### src/rtl/fpga_cfg_pkg.sv
// Shared constants for the configuration-chain loader: register map, bit
// positions in CTRL/STATUS, and the shift sequencer state encoding.
package fpga_cfg_pkg;

   localparam logic [2:0] ADR_CTRL   = 3'd0;
   localparam logic [2:0] ADR_LEN    = 3'd1;
   localparam logic [2:0] ADR_DATA   = 3'd2;
   localparam logic [2:0] ADR_STATUS = 3'd3;
   localparam logic [2:0] ADR_TAIL   = 3'd4;

   localparam int CTRL_START   = 0;
   localparam int CTRL_PRST    = 1;
   localparam int CTRL_ABORT   = 2;
   localparam int CTRL_DIV_LSB = 8;

   localparam int ST_BUSY    = 0;
   localparam int ST_DONE    = 1;
   localparam int ST_EMPTY   = 2;
   localparam int ST_FULL    = 3;
   localparam int ST_OVF     = 4;
   localparam int ST_ABT     = 5;
   localparam int ST_LVL_LSB = 8;

   typedef enum logic [2:0] {
      S_IDLE = 3'd0,
      S_LOAD = 3'd1,
      S_LOW  = 3'd2,
      S_HIGH = 3'd3,
      S_DONE = 3'd4
   } cfg_state_e;

endpackage

### src/rtl/cfg_sync_fifo.sv
// Single-clock FIFO with fall-through read data, occupancy level and a
// synchronous flush. A push into a full FIFO is accepted only alongside a pop.
module cfg_sync_fifo #(
   parameter int DEPTH = 4,
   parameter int WIDTH = 32
) (
   input  logic                       i_clk,
   input  logic                       i_rst_n,
   input  logic                       i_flush,
   input  logic                       i_push,
   input  logic [WIDTH-1:0]           i_din,
   input  logic                       i_pop,
   output logic [WIDTH-1:0]           o_dout,
   output logic                       o_full,
   output logic                       o_empty,
   output logic [$clog2(DEPTH):0]     o_level
);

   localparam int AW = $clog2(DEPTH);

   logic [WIDTH-1:0] r_mem [DEPTH];
   logic [AW-1:0]    r_wr_ptr;
   logic [AW-1:0]    r_rd_ptr;
   logic [AW:0]      r_level;
   logic             w_push_ok;
   logic             w_pop_ok;

   assign o_full    = (r_level == (AW+1)'(DEPTH));
   assign o_empty   = (r_level == '0);
   assign o_level   = r_level;
   assign o_dout    = r_mem[r_rd_ptr];
   assign w_pop_ok  = i_pop && !o_empty;
   assign w_push_ok = i_push && (!o_full || w_pop_ok);

   always_ff @(posedge i_clk) begin
      if (w_push_ok && !i_flush) r_mem[r_wr_ptr] <= i_din;
   end

   always_ff @(posedge i_clk or negedge i_rst_n) begin
      if (!i_rst_n) begin
         r_wr_ptr <= '0;
         r_rd_ptr <= '0;
         r_level  <= '0;
      end else if (i_flush) begin
         r_wr_ptr <= '0;
         r_rd_ptr <= '0;
         r_level  <= '0;
      end else begin
         if (w_push_ok) r_wr_ptr <= r_wr_ptr + AW'(1);
         if (w_pop_ok)  r_rd_ptr <= r_rd_ptr + AW'(1);
         if (w_push_ok && !w_pop_ok)      r_level <= r_level + (AW+1)'(1);
         else if (!w_push_ok && w_pop_ok) r_level <= r_level - (AW+1)'(1);
      end
   end

endmodule

### src/rtl/fpga_cfg_loader.sv
// Wishbone-slave sequencer that streams FIFO'd 32-bit words LSB-first onto the
// fabric configuration chain with a programmable prog_clk, capturing ccff_tail.
module fpga_cfg_loader
   import fpga_cfg_pkg::*;
#(
   parameter int FIFO_DEPTH = 4,
   parameter int LEN_W      = 20,
   parameter int DIV_W      = 8
) (
   input  logic        wb_clk_i,
   input  logic        wb_rst_ni,
   input  logic        wbs_stb_i,
   input  logic        wbs_cyc_i,
   input  logic        wbs_we_i,
   input  logic [3:0]  wbs_sel_i,
   input  logic [2:0]  wbs_adr_i,
   input  logic [31:0] wbs_dat_i,
   output logic        wbs_ack_o,
   output logic [31:0] wbs_dat_o,
   output logic        prog_clk_o,
   output logic        ccff_head_o,
   output logic        prog_reset_o,
   input  logic        ccff_tail_i,
   output logic        cfg_busy_o,
   output logic [2:0]  dbg_state_o
);

   localparam int LVL_W = $clog2(FIFO_DEPTH) + 1;

   logic              r_ack;
   logic [31:0]       r_dat;
   logic              r_prog_reset;
   logic [DIV_W-1:0]  r_div;
   logic [LEN_W-1:0]  r_len;
   cfg_state_e        r_state;
   logic [DIV_W-1:0]  r_cnt;
   logic [LEN_W-1:0]  r_remain;
   logic [4:0]        r_idx;
   logic [31:0]       r_shreg;
   logic [31:0]       r_tail;
   logic              r_prog_clk;
   logic              r_head;
   logic              r_done;
   logic              r_ovf;
   logic              r_abt;

   logic              w_req, w_wr, w_rd, w_start, w_abort, w_push, w_pop;
   logic              w_full, w_empty, w_busy, w_tail_shift, w_unused;
   logic [31:0]       w_fifo_dout, w_rdata, w_shreg_nxt;
   logic [LVL_W-1:0]  w_level;
   logic [LEN_W-1:0]  w_remain_nxt;
   logic [DIV_W-1:0]  w_cnt_nxt;
   logic [4:0]        w_idx_nxt;
   cfg_state_e        w_state_nxt;

   // Bus handshake: a request is stb&cyc while no ack is outstanding; it is
   // acted on in that cycle and acked exactly one cycle later for one cycle.
   assign w_req    = wbs_stb_i && wbs_cyc_i && !r_ack;
   assign w_wr     = w_req && wbs_we_i;
   assign w_rd     = w_req && !wbs_we_i;
   assign w_start  = w_wr && (wbs_adr_i == ADR_CTRL) && wbs_dat_i[CTRL_START];
   assign w_abort  = w_wr && (wbs_adr_i == ADR_CTRL) && wbs_dat_i[CTRL_ABORT];
   assign w_push   = w_wr && (wbs_adr_i == ADR_DATA);
   assign w_busy   = (r_state == S_LOAD) || (r_state == S_LOW) || (r_state == S_HIGH);
   assign w_unused = ^wbs_sel_i;

   cfg_sync_fifo #(.DEPTH(FIFO_DEPTH), .WIDTH(32)) u_fifo (
      .i_clk   (wb_clk_i),
      .i_rst_n (wb_rst_ni),
      .i_flush (w_abort),
      .i_push  (w_push),
      .i_din   (wbs_dat_i),
      .i_pop   (w_pop),
      .o_dout  (w_fifo_dout),
      .o_full  (w_full),
      .o_empty (w_empty),
      .o_level (w_level)
   );

   always_comb begin
      w_rdata = '0;
      case (wbs_adr_i)
         ADR_CTRL: begin
            w_rdata[CTRL_PRST]              = r_prog_reset;
            w_rdata[CTRL_DIV_LSB +: DIV_W]  = r_div;
         end
         ADR_LEN:  w_rdata[LEN_W-1:0] = r_len;
         ADR_STATUS: begin
            w_rdata[ST_BUSY]             = w_busy;
            w_rdata[ST_DONE]             = r_done;
            w_rdata[ST_EMPTY]            = w_empty;
            w_rdata[ST_FULL]             = w_full;
            w_rdata[ST_OVF]              = r_ovf;
            w_rdata[ST_ABT]              = r_abt;
            w_rdata[ST_LVL_LSB +: 8]     = 8'(w_level);
         end
         ADR_TAIL: w_rdata = r_tail;
         default:  w_rdata = '0;
      endcase
   end

   always_ff @(posedge wb_clk_i or negedge wb_rst_ni) begin
      if (!wb_rst_ni) begin
         r_ack        <= 1'b0;
         r_dat        <= '0;
         r_prog_reset <= 1'b1;
         r_div        <= '0;
         r_len        <= '0;
         r_done       <= 1'b0;
         r_ovf        <= 1'b0;
         r_abt        <= 1'b0;
      end else begin
         r_ack <= w_req;
         r_dat <= w_rd ? w_rdata : '0;
         if (w_wr && wbs_adr_i == ADR_CTRL) begin
            r_prog_reset <= wbs_dat_i[CTRL_PRST];
            r_div        <= wbs_dat_i[CTRL_DIV_LSB +: DIV_W];
         end
         if (w_wr && wbs_adr_i == ADR_LEN) r_len <= wbs_dat_i[LEN_W-1:0];
         // Sticky flags: a new event in the same cycle as a W1C wins.
         if (w_state_nxt == S_DONE) r_done <= 1'b1;
         else if (w_wr && wbs_adr_i == ADR_STATUS && wbs_dat_i[ST_DONE]) r_done <= 1'b0;
         if (w_push && w_full && !w_pop) r_ovf <= 1'b1;
         else if (w_wr && wbs_adr_i == ADR_STATUS && wbs_dat_i[ST_OVF]) r_ovf <= 1'b0;
         if (w_abort) r_abt <= 1'b1;
         else if (w_wr && wbs_adr_i == ADR_STATUS && wbs_dat_i[ST_ABT]) r_abt <= 1'b0;
      end
   end

   // The word fetch in LOAD lengthens the low phase at a word boundary by one cycle.
   always_comb begin
      w_state_nxt  = r_state;
      w_cnt_nxt    = r_cnt;
      w_remain_nxt = r_remain;
      w_idx_nxt    = r_idx;
      w_shreg_nxt  = r_shreg;
      w_pop        = 1'b0;
      w_tail_shift = 1'b0;
      if (w_abort) begin
         w_state_nxt = S_IDLE;
      end else begin
         case (r_state)
            S_IDLE: if (w_start) begin
               if (r_len == '0) begin
                  w_state_nxt = S_DONE;
               end else begin
                  w_state_nxt  = S_LOAD;
                  w_remain_nxt = r_len;
               end
            end
            S_LOAD: if (!w_empty) begin
               w_pop       = 1'b1;
               w_shreg_nxt = w_fifo_dout;
               w_idx_nxt   = '0;
               w_cnt_nxt   = r_div;
               w_state_nxt = S_LOW;
            end
            S_LOW: if (r_cnt == '0) begin
               w_state_nxt  = S_HIGH;
               w_cnt_nxt    = r_div;
               w_tail_shift = 1'b1;
            end else begin
               w_cnt_nxt = r_cnt - DIV_W'(1);
            end
            S_HIGH: if (r_cnt == '0) begin
               w_remain_nxt = r_remain - LEN_W'(1);
               if (r_remain == LEN_W'(1)) begin
                  w_state_nxt = S_DONE;
               end else if (r_idx == 5'd31) begin
                  w_state_nxt = S_LOAD;
               end else begin
                  w_idx_nxt   = r_idx + 5'd1;
                  w_cnt_nxt   = r_div;
                  w_state_nxt = S_LOW;
               end
            end else begin
               w_cnt_nxt = r_cnt - DIV_W'(1);
            end
            S_DONE:  w_state_nxt = S_IDLE;
            default: w_state_nxt = S_IDLE;
         endcase
      end
   end

   always_ff @(posedge wb_clk_i or negedge wb_rst_ni) begin
      if (!wb_rst_ni) begin
         r_state    <= S_IDLE;
         r_cnt      <= '0;
         r_remain   <= '0;
         r_idx      <= '0;
         r_shreg    <= '0;
         r_tail     <= '0;
         r_prog_clk <= 1'b0;
         r_head     <= 1'b0;
      end else begin
         r_state    <= w_state_nxt;
         r_cnt      <= w_cnt_nxt;
         r_remain   <= w_remain_nxt;
         r_idx      <= w_idx_nxt;
         r_shreg    <= w_shreg_nxt;
         if (w_tail_shift) r_tail <= {r_tail[30:0], ccff_tail_i};
         r_prog_clk <= (w_state_nxt == S_HIGH);
         r_head     <= ((w_state_nxt == S_LOW) || (w_state_nxt == S_HIGH)) ?
                       w_shreg_nxt[w_idx_nxt] : 1'b0;
      end
   end

   assign wbs_ack_o    = r_ack;
   assign wbs_dat_o    = r_dat;
   assign prog_clk_o   = r_prog_clk;
   assign ccff_head_o  = r_head;
   assign prog_reset_o = r_prog_reset;
   assign cfg_busy_o   = w_busy;
   assign dbg_state_o  = r_state;

endmodule

### config.mk
export PLATFORM = sky130hd
export DESIGN_NAME = fpga_cfg_loader
export DESIGN_NICKNAME = d
export VERILOG_FILES = /design/src/rtl/fpga_cfg_pkg.sv /design/src/rtl/cfg_sync_fifo.sv /design/src/rtl/fpga_cfg_loader.sv
export SDC_FILE = /design/constraint.sdc
export NUM_CORES = 1
export LEC_CHECK = 0
export CELL_PAD_IN_SITES_DETAIL_PLACEMENT = 0
export CELL_PAD_IN_SITES_GLOBAL_PLACEMENT = 1
export CORE_MARGIN = 2
export CORE_UTILIZATION = 24
export CTS_CLUSTER_SIZE = 14
export DETAILED_ROUTE_END_ITERATION = 6
export HOLD_SLACK_MARGIN = 0.1
export PLACE_DENSITY_LB_ADDON = 0.1
export SLEW_MARGIN = 25
export SYNTH_ARGS = -nofsm -noshare
export SYNTH_HDL_FRONTEND = slang
export SYNTH_SLANG_ARGS = --single-unit
### constraint.sdc
create_clock -name wb_clk_i -period 8.6 [get_ports wb_clk_i]
set_input_delay 1.29 -clock wb_clk_i [delete_from_list [all_inputs] [get_ports wb_clk_i]]
set_output_delay 1.29 -clock wb_clk_i [all_outputs]
set_load 0.05 [all_outputs]
==> flow_metrics.py <==
metrics = {
    "routing": {
        "drt_pass1_iterations": 5,
        "detailroute.via_count": 8088,
        "drt.antenna.violating_nets": 0,
        "drt-vias-per-instance": 4.52,
        "drt_first_iter_violations": 378,
        "routedWlPerCell_um": 20.7,
        "totalWireLength_um": 37000,
        "detail_route.drc_violations": 0,
    },
    "cts": {
        "postCtsSetupRepairBufs": 0,
        "tritoncts": "done",
        "clk_path_buf_depth": 3,
        "clock-sinks": 302,
        "clkSlewWorstSetupHoldPaths_ns": 0.05,
        "cts_root_buf": "clkbuf_16",
        "number_of_buffers_created_by_cts": 38,
        "cts_repair_resize_count": 0,
        "clk_latency_ns": 0.54,
        "cts_htree_levels": 2,
        "post_cts_hold_buffer_count": 0,
    },
    "timing": {
        "worst_pin_slew_ns": 0.995,
        "hold_viol_final": 0,
        "setup_repair_after_global_routing_missed_its_margin": "false",
        "period_needed_ns": 4.32,
        "slew-limit-headroom": 0.336,
        "maxClockFrequency_mhz": 231,
        "min_period_over_period": 0.502,
        "skew_ns": 0.0200,
        "timing.final.setup_violations": 0,
        "final.setup.tns_ns": 0,
        "number_of_pins_exceeding_their_max_slew_limit_in_the_final_report": 0,
        "fin_ws_ns": 4.28,
    },
    "critical_path": {
        "timing.critical_path.to_type": "flip-flop",
        "setup.worst_path.class": "input pin to flip-flop",
        "cp.arrival_ns": 4.73,
        "critical_path_fanouts_max": 37,
        "worst_ep_required_time_ns": 9.01,
        "worst_setup_path_start_kind": "input pin",
    },
    "layout": {
        "mostFrequentLayoutCells": "171 x dfrtp_1, 128 x edfxtp_1, 100 x nor2_1",
        "post_route_cells_drive_above_1_share": 0.187,
        "finish.utilization": 0.296,
        "filler_cell_count": 5387,
        "areaGrowthSynthToFinish_pct": 22.4,
        "final_common_cell": "dfrtp_1",
        "nNetsFinal": 1117,
        "post-route-cell-area_um2": 15800,
    },
    "yosys": {
        "synthesis.instances": 972,
        "yosys_most_used_dff": "dfrtp_1",
        "netlist-cell-type-count": 68,
        "yosys_warnings": 0,
        "proportion_of_register_bits_with_asynchronous_set_or_reset_after_synthesis": 0.576,
        "synth_enable_flop_cells": 128,
        "synth.net_count": 1027,
        "synth.yosys.seq_area_share": 0.634,
        "post_synth_instance_area_um2": 12900,
        "synth_seq_cells": 302,
        "postSynthAreaPerCell_um2": 13.3,
    },
    "grt": {
        "global_route.overflow_total": 0,
        "gr-usage-all-layers": 0.136,
        "initial_antenna_violation_count": 2,
        "first_global_vias": 8623,
        "maximum_number_of_pins_on_one_net_before_global_route_repair": 100,
        "grt_first_pass_wirelength_um": 56600,
    },
    "die": {
        "starting_density_of_the_core": 0.242,
        "pin_count": 85,
        "die_boundary_width_um": 236,
        "floorplan.die_area_um2": 55700,
        "die_height_um": 236,
        "core.rowCount": 85,
        "core_um2": 53500,
    },
    "pwr": {
        "power.leakage_nw": 6.14,
        "power.share.combinational": 0.238,
        "p_clk_frac": 0.344,
        "cellInternalPower_mw": 3.17,
        "total_power_mw": 4.64,
        "largest_voltage_drop_on_the_vdd_net_mv": 0.126,
        "p_switching_mw": 1.47,
        "swShare": 0.317,
        "total_power_density_per_cell_area_nw_per_um2": 293,
        "power.share.sequential": 0.418,
    },
    "placement": {
        "detailedPlace.worstSlack_ns": 3.67,
        "finalWeightedCongestion": 0.746,
        "placed_cell_area_um2": 14500,
        "half_perimeter_wire_length_of_the_detailed_placement_result_um": 24600,
        "placement.io_buffers": 80,
    },
    "run_status": {
        "outcome": "finished, final reports clean",
    },
    "worst_hold_path": {
        "hold_path.class": "flip-flop to flip-flop",
    },
    "flow_run": {
        "cap_viol_max_count": 0,
    },
}
==> worst max-delay path, stage by stage <==
cell and delay, ns:
clkdlybuf4s50_1 0.70, nor4b_2 0.35, and2_1 0.58, nor2_4 0.08
buf_4 0.30, mux2_2 0.34, or3_1 0.37, a32oi_1 0.23
mux2i_1 0.13, a221oi_2 0.23, o21ai_1 0.11
==> path summary, 6_finish.rpt <==
check	start	endpoint	slack (ns)	cells past startpoint
worst max-delay path	wbs_dat_i[2]	ccff_head_o	4.28	11
min in group asynchronous	wb_rst_ni	prog_clk_o	0.71	1
worst min register to register	r_shreg[29]	r_shreg[29]	0.48	2
max in group asynchronous	wb_rst_ni	r_tail[18]	6.82	2
worst max register to register	r_remain[6]	ccff_head_o	4.91	9
worst min-delay path	r_shreg[29]	r_shreg[29]	0.48	2
==> layer usage <==
metal,vias to the layer above,global-route usage,part of all wire,wire [µm]
met2,110,0.220,0.47,17600
met3,56,0.0214,0.029,1070
met1,4136,0.185,0.47,17500
met4,0,0.0444,0.023,849
met5,-,0,0,0
li1,3786,-,-,-
==> cells in the mapped netlist (all sizes together) (3+ instances only) <==
library cell / n / area (µm²)
mux2: 75 / 845
nor2b: 5 / 31.3
buf: 13 / 78.8
a211o: 3 / 26.3
nor2: 101 / 379
mux2i: 19 / 190
nand3: 11 / 55.1
clkbuf: 34 / 148
a221oi: 5 / 50.0
edfxtp: 128 / 3840
nand2: 77 / 297
o21ai: 50 / 254
and3: 3 / 18.8
a211oi: 3 / 22.5
o22a: 4 / 35.0
mux4: 32 / 721
ha: 9 / 113
nor4: 10 / 98.8
a32oi: 5 / 43.8
a21oi: 48 / 240
o22ai: 4 / 25.0
or3: 10 / 62.6
dfrtp: 173 / 4330
nand4: 8 / 50.1
nand2b: 5 / 31.3
nor3: 24 / 120
inv: 22 / 82.6
o211ai: 6 / 45.0
a21o: 7 / 53.8
a31oi: 11 / 68.8
nor3b: 4 / 41.3
and2: 22 / 140
a22oi: 13 / 97.6
==> cell type report <==
type                            count  area [µm²]  share of cell area
Sequential cell                   302        8200               0.518
Multi-Input combinational cell    601        4450               0.281
Clock buffer                       53        1060              0.0669
Timing Repair Buffer               97         968              0.0612
Tap cell                          696         871              0.0551
Clock inverter                     16         181              0.0115
Inverter                           22        82.6             0.00522
Antenna cell                        2        5.00            0.000316
==> power by group through the flow <==
| stage | Clock (mW) | Sequential, mW | Combinational, mW |
|---|---|---|---|
| global placement | 0 | 1.97 | 1.13 |
| floorplan | 0 | 1.88 | 0.819 |
| CTS | 1.66 | 1.95 | 1.14 |
| detailed placement | 0 | 1.97 | 1.13 |
| finish | 1.60 | 1.94 | 1.11 |
| global route | 1.72 | 1.98 | 1.25 |
==> stage by stage <==
stage | hold WS (ns) | instances
CTS | 0.482 | 1786
finish | 0.477 | 1789
detailed placement | 0.465 | 1717
floorplan | 0.438 | 972
global placement | 0.469 | 1716
global route | 0.499 | 1787
==> flip-flops by register name (all words and copies together) (netlist names) <==
signal and cells:
r_div 8, dbg_state_o 3, r_done 1, r_idx 5, r_shreg 32, wbs_ack_o 1
u_fifo.r_wr_ptr 2, r_len 20, r_tail 32, r_cnt 8, u_fifo.r_rd_ptr 2, u_fifo.r_mem 128
ccff_head_o 1, r_remain 20, r_abt 1, prog_clk_o 1, u_fifo.o_level 3, wbs_dat_o 32
prog_reset_o 1, r_ovf 1
==> logic make-up (layout without fill, tap and decap cells) <==
logic type / count (synthesis) / count (layout) / share of synthesized area
flops: 302 / 302 / 0.634
simple gates: 290 / 290 / 0.110
fa+ha+maj: 10 / 10 / 0.0103
buf+inv: 69 / 188 / 0.0239
xor+xnor: 4 / 4 / 0.00271
other cells: 0 / 2 / 0
compound gates: 171 / 171 / 0.0831
mux: 126 / 126 / 0.136
Power figures use the tool's default switching activity.
